`src/rtl/handshake_sink_arbiter.sv`:
```
// handshake_sink_arbiter
// Collects beats from CHANNELS asynchronous 4-phase request/acknowledge sources,
// synchronizes each request, holds the captured data per channel and merges the
// channels round-robin into one valid/ready output register.
// Optional feature: define HANDSHAKE_SINK_ARBITER_PARITY_EN to add per-channel
// even-parity input (sourceParity) and a parity-error flag on the output beat.
module handshake_sink_arbiter #(
    parameter int DATA_WIDTH         = 8,
    parameter int CHANNELS           = 4,
    parameter int SYNCHRONIZER_WIDTH = 2,
    localparam int CW                = (CHANNELS > 1) ? $clog2(CHANNELS) : 1
) (
    input  logic                           sinkClock,
    input  logic                           sinkReset,
    input  logic [CHANNELS-1:0]            sourceRequest,
    input  logic [CHANNELS*DATA_WIDTH-1:0] sourceData,
`ifdef HANDSHAKE_SINK_ARBITER_PARITY_EN
    input  logic [CHANNELS-1:0]            sourceParity,
    output logic                           sinkParityError,
`endif
    output logic [CHANNELS-1:0]            sinkAcknowledge,
    output logic                           sinkValid,
    input  logic                           sinkReady,
    output logic [DATA_WIDTH-1:0]          sinkData,
    output logic [CW-1:0]                  sinkChannel
);

    typedef enum logic [1:0] {
        ST_IDLE    = 2'd0,
        ST_PENDING = 2'd1,
        ST_ACK     = 2'd2
    } state_t;

    logic [SYNCHRONIZER_WIDTH-1:0] r_sync [CHANNELS];
    logic [CHANNELS-1:0]           w_sync_req;
    state_t                        r_state [CHANNELS];
    state_t                        w_state_next [CHANNELS];
    logic [CHANNELS-1:0]           r_ack;
    logic [DATA_WIDTH-1:0]         r_hold_data [CHANNELS];
    logic [CHANNELS-1:0]           w_pending;
    logic                          w_found;
    logic [CW-1:0]                 w_grant_idx;
    logic                          w_grant_fire;
    logic [CW-1:0]                 r_rr_ptr;
    logic                          r_valid;
    logic [DATA_WIDTH-1:0]         r_data;
    logic [CW-1:0]                 r_channel;
`ifdef HANDSHAKE_SINK_ARBITER_PARITY_EN
    logic [CHANNELS-1:0]           r_hold_parity;
    logic                          r_parity_error;
`endif

    // Pointer to the channel after idx, wrapping to channel 0.
    function automatic logic [CW-1:0] next_ptr(input logic [CW-1:0] idx);
        if (idx == CW'(CHANNELS - 1)) return '0;
        return idx + 1'b1;
    endfunction

    // Request synchronizer chains; only the last flop of each chain is used.
    // NOTE: every clocked block uses <= so all flops sample pre-edge values.
    always_ff @(posedge sinkClock) begin
        for (int c = 0; c < CHANNELS; c++) begin
            if (sinkReset) r_sync[c] <= '0;
            else           r_sync[c] <= {r_sync[c][SYNCHRONIZER_WIDTH-2:0], sourceRequest[c]};
        end
    end

    always_comb begin
        for (int c = 0; c < CHANNELS; c++) begin
            w_sync_req[c] = r_sync[c][SYNCHRONIZER_WIDTH-1];
            w_pending[c]  = (r_state[c] == ST_PENDING);
        end
    end

    // Round-robin search starting at r_rr_ptr; grant only if the output slot frees up.
    always_comb begin
        w_found     = 1'b0;
        w_grant_idx = '0;
        for (int i = 0; i < CHANNELS; i++) begin
            if (!w_found && w_pending[(int'(r_rr_ptr) + i) % CHANNELS]) begin
                w_found     = 1'b1;
                w_grant_idx = CW'((int'(r_rr_ptr) + i) % CHANNELS);
            end
        end
        w_grant_fire = w_found && (!r_valid || sinkReady);
    end

    // Per-channel next state: IDLE -> PENDING on request, -> ACK on grant, back on release.
    // NOTE: each output gets a default first so no path leaves it unassigned (no latch).
    always_comb begin
        for (int c = 0; c < CHANNELS; c++) begin
            w_state_next[c] = r_state[c];
            case (r_state[c])
                ST_IDLE:    if (w_sync_req[c]) w_state_next[c] = ST_PENDING;
                ST_PENDING: if (w_grant_fire && (w_grant_idx == CW'(c))) w_state_next[c] = ST_ACK;
                ST_ACK:     if (!w_sync_req[c]) w_state_next[c] = ST_IDLE;
                default:    w_state_next[c] = ST_IDLE;
            endcase
        end
    end

    // Channel state and registered acknowledge (high exactly while in ACK).
    always_ff @(posedge sinkClock) begin
        for (int c = 0; c < CHANNELS; c++) begin
            if (sinkReset) begin
                r_state[c] <= ST_IDLE;
                r_ack[c]   <= 1'b0;
            end else begin
                r_state[c] <= w_state_next[c];
                r_ack[c]   <= (w_state_next[c] == ST_ACK);
            end
        end
    end

    // Capture channel data when a new request is seen in IDLE.
    // NOTE: holding registers carry no reset; the channel state decides whether they are live.
    always_ff @(posedge sinkClock) begin
        for (int c = 0; c < CHANNELS; c++) begin
            if (r_state[c] == ST_IDLE && w_sync_req[c]) begin
                r_hold_data[c] <= sourceData[c*DATA_WIDTH +: DATA_WIDTH];
`ifdef HANDSHAKE_SINK_ARBITER_PARITY_EN
                r_hold_parity[c] <= sourceParity[c];
`endif
            end
        end
    end

    // Output register: load on grant, otherwise drop valid once the beat is accepted.
    always_ff @(posedge sinkClock) begin
        if (sinkReset) begin
            r_valid   <= 1'b0;
            r_data    <= '0;
            r_channel <= '0;
            r_rr_ptr  <= '0;
`ifdef HANDSHAKE_SINK_ARBITER_PARITY_EN
            r_parity_error <= 1'b0;
`endif
        end else if (w_grant_fire) begin
            r_valid   <= 1'b1;
            r_data    <= r_hold_data[w_grant_idx];
            r_channel <= w_grant_idx;
            r_rr_ptr  <= next_ptr(w_grant_idx);
`ifdef HANDSHAKE_SINK_ARBITER_PARITY_EN
            // Even parity: the parity bit equals the XOR of the data bits.
            r_parity_error <= (^r_hold_data[w_grant_idx]) ^ r_hold_parity[w_grant_idx];
`endif
        end else if (sinkReady) begin
            r_valid <= 1'b0;
        end
    end

    assign sinkAcknowledge = r_ack;
    assign sinkValid       = r_valid;
    assign sinkData        = r_data;
    assign sinkChannel     = r_channel;
`ifdef HANDSHAKE_SINK_ARBITER_PARITY_EN
    assign sinkParityError = r_parity_error;
`else
    // Without parity the beat carries data and channel only.
`endif

endmodule

```
`config.mk`:
```
export PLATFORM = sky130hd
export DESIGN_NAME = handshake_sink_arbiter
export DESIGN_NICKNAME = d
export VERILOG_FILES = /design/src/rtl/handshake_sink_arbiter.sv
export SDC_FILE = /design/constraint.sdc
export NUM_CORES = 1
export LEC_CHECK = 0
export BUFFER_PORTS_ARGS = -buffer_cell sky130_fd_sc_hd__buf_2
export CELL_PAD_IN_SITES_DETAIL_PLACEMENT = 2
export CELL_PAD_IN_SITES_GLOBAL_PLACEMENT = 2
export CORE_MARGIN = 2
export CORE_UTILIZATION = 32
export CTS_CLUSTER_SIZE = 12
export DETAILED_ROUTE_END_ITERATION = 6
export PLACE_DENSITY_LB_ADDON = 0.1
export SLEW_MARGIN = 5
export SYNTH_ARGS = -nofsm -noshare
export SYNTH_HDL_FRONTEND = slang
export SYNTH_SLANG_ARGS = --single-unit
```
`constraint.sdc`:
```
create_clock -name sinkClock -period 1.9 [get_ports sinkClock]
set_clock_uncertainty 0.1 [all_clocks]
set_input_delay 0.095 -clock sinkClock [delete_from_list [all_inputs] [get_ports sinkClock]]
set_output_delay 0.095 -clock sinkClock [all_outputs]
set_load 0.005 [all_outputs]
```
==> impl_metrics.csv <==
group,metric,value,unit
floorplanning,die_area,8270,sq um
layout,final_area,4020,sq um
grt,track_usage,0.216,
synthesis,ys_types,36,
min_path,hp-class,"in -> reg",
min_path,min-delay-start,"sinkReady",
layout,syn_to_final_growth,66.3,%
setup_path,crit_type,"reg -> reg",
sta,final_hold_viol_count,0,
placement,dp.cells,343,
setup_path,crit_buf_inv,1,
synthesis,ys_seq_area_frac,0.671,
setup_path,cp_data_arrival_time,2.14,ns
routing,drt_iter0_drc,51,
placement,dp_slack,-0.149,ns
clock_tree,insertion_delay,0.38,ns
clock_tree,numCtsBuffers,9,
layout,final_core_util,0.551,
routing,avgRoutedWirePerCell,25.7,um
sta,rsz0062_at_grt,"true",
grt,grt_pass1_vias,2221,
grt,grt_pass1_wl,13.0,mm
sta,max_slew.worst_pin.slew,0.458,ns
setup_path,cpPeakStageDelay,0.43,ns
power_and_ir_drop,p_leak,1.53,nW
setup_path,start_kind,"flop",
setup_path,worstSetupStartpoint,"r_state[2][0]",
floorplanning,coreArea,7290,sq um
flow_run,drv_cap,0,
routing,viasPerCell,5.12,
placement,io_buffers,53,
clock_tree,cts_root_buf,"clkbuf_8",
layout,stdcell_count,406,
routing,routed_wl,10.4,mm
synthesis,syn_avg_cell_area,13.7,sq um
sta,max_freq,505,MHz
layout,num-fill-cells,713,
synthesis,synthCells,177,
synthesis,synth_seq_cells,65,
synthesis,synthXorXnorAreaFrac,0,
synthesis,synth_flop_cell,"dfxtp_1",
sta,finalCritPeriodShare,1.04,
setup_path,r2r_start,"r_state[2][0]",
routing,num_vias,2079,
status,status,"finished with violations",
layout,layout.nets,342,
routing,dr.pass1.iters,5,
placement,dpl.hpwl,4.59,mm
status,violations,"setup timing",
synthesis,synth_top_family_by_area,"simple AND/OR/NAND/NOR gates",
sta,fin_crit,1.98,ns
grt,grt_overflow,0,
placement,placed_cell_area,2950,sq um
routing,postRouteAntennaNets,0,
synthesis,syn_nets,217,
routing,drc,0,
power_and_ir_drop,power_density,976,nW/um^2
setup_path,crit_slowest_cell,"dfxtp_1",
synthesis,synthSimpleGateAreaFrac,0.141,
grt,grt_max_degree,25,
floorplanning,rows,31,
setup_path,required,2.06,ns
layout,diodes,0,
synthesis,ys_async_sr_fraction,0,
synthesis,synthMuxAreaShare,0.0745,
power_and_ir_drop,total_power,0.00392,W
clock_tree,cts_max_level,3,
setup_path,crit_chain,"nor2b_4 -> a311oi_2 -> nor2_4 -> buf_12 -> mux2i_4 -> o221ai_2",
synthesis,synth_compound_area_frac,0.0875,
placement,gp_congestion,0.788,
layout,layout-drive-gt1-share,0.505,
sta,slew_violations,0,
clock_tree,cts_tree,"yes",
floorplanning,die_x,90.9,um
sta,layout_setup_ws,-0.0816,ns
clock_tree,clock_path_buffers,2,
floorplanning,io_pins,54,
setup_path,worstPathMaxFanout,8,
synthesis,netlist_area,2420,sq um
sta,max_slew_margin,0.694,
floorplanning,die_h,90.9,um
floorplanning,initial_core_util,0.332,
synthesis,synth-edff-count,32,
setup_path,critPathCaptureType,"flop",
clock_tree,clk_pin_slew,0.09,ns
power_and_ir_drop,ir_worst_vdd,0.000833,V
sta,setup_viol,14,
clock_tree,cts.sinks,65,
grt,antenna_found_initial,0,
synthesis,yosysWarnings,0,
synthesis,synthAdderAreaFrac,0.00518,
setup_path,crit_family,"simple AND/OR/NAND/NOR gates",
report_power, final:
part / switching (W) / internal, W
registers: 0.0000695 / 0.00156
clock network: 0.000640 / 0.000872
logic: 0.000377 / 0.000408
total: 0.00109 / 0.00284
placed cells by master, fill, tap and decap left out, types with 2 or more instances in the layout:
master         Yosys  final
nand3b_1           5      5
mux2i_2            0      3
buf_6              2      5
a21oi_1           11      7
nand3_1            8      8
clkinv_4           0      2
or3_4              0      3
a21oi_2            0      3
and2b_2            1      2
dfxtp_4            0      2
nor3_1             4      3
nor3b_1            5      4
nor2b_1           10      9
buf_4              0     25
buf_12             0      2
dlygate4sd3_1      0     36
dfxtp_1           33     26
nor2_1             7      6
clkinv_1           1      2
edfxtp_1          32     32
bufinv_16          0      3
dfxtp_2            0      5
clkbuf_8           0      9
nand2b_1           3      3
mux2i_1           18      3
buf_2              2     53
o221ai_2           0      8
mux2i_4            0     12
worst reg2reg max path: stages (launching register included):
cell,delay [ns]
dfxtp_1,0.43
nor2b_4,0.22
a311oi_2,0.15
nor2_4,0.33
buf_12,0.22
mux2i_4,0.30
o221ai_2,0.14
routing by layer:
layer  part of all wire  wire, um  vias to the layer above  track usage
met5                  0         0                        -            0
met4              0.039       407                        0       0.0682
met3              0.038       401                       24       0.0518
met2               0.56      5820                       69        0.428
met1               0.37      3820                     1063        0.219
li1                   -         -                      923            -
Yosys cell counts (2+ instances only):
cell type  instances  area share
nand3b_1           5       0.016
buf_6              2      0.0093
nand3_1            8       0.017
mux2i_1           18       0.075
nor3b_1            5       0.016
or3_1              3      0.0078
o221ai_1           8       0.029
clkbuf_1           3      0.0047
nor3_1             4      0.0083
nand2_1            3      0.0047
a21oi_1           11       0.023
buf_2              2      0.0041
o21ai_0            2      0.0041
edfxtp_1          32        0.40
dfxtp_1           33        0.27
nand2b_1           3      0.0078
nor2_1             7       0.011
nor2b_1           10       0.026
cell type report:
class	count	area [sq um]	share of cell area
clock buffer	9	124	0.0308
clock inverter	7	119	0.0296
inverter	2	12.5	0.00311
multi-input combinational	103	1090	0.272
sequential	65	1640	0.407
tap	99	124	0.0308
timing repair buffer	121	910	0.226
stage by stage:
step / setup TNS (ns) / hold WS (ns)
2_1_floorplan: 0 / 0.0939
5_1_grt: -1.80 / 0.128
3_3_place_gp: -0.0316 / 0.171
4_1_cts: -0.0187 / 0.0896
3_5_place_dp: -1.08 / 0.173
6_report: -0.608 / 0.0726
flip-flops by register name (all words and copies together) (netlist names):
name             flops
r_hold_data         32
r_state              8
r_sync               8
sinkData             8
sinkAcknowledge      4
r_rr_ptr             2
sinkChannel          2
sinkValid            1
final timing paths:
kind | to | slack [ns] | cells after the start
max | sinkData[3] | -0.08 | 6
min | sinkValid | 0.07 | 3
max reg2reg | sinkData[3] | -0.08 | 6
min reg2reg | r_sync[2][1] | 0.35 | 1
repair_timing:
action                     4_1_cts  5_1_grt
setup endpoints to repair       18       20
hold endpoints to repair        36        0
resized for setup               27       54
pin swaps                        4       20
setup buffers                    2        9
hold buffers                    36        0
cells by family (layout without fill, tap and decap cells):
family,Yosys count,count (layout)
DFF,65,65
and+or+nand+nor,56,56
AOI/OAI and AO/OA,28,28
muxes,18,18
buffers and inverters,9,139
adders and majority gates,1,1
No activity file was read; power rests on OpenSTA's default activity.
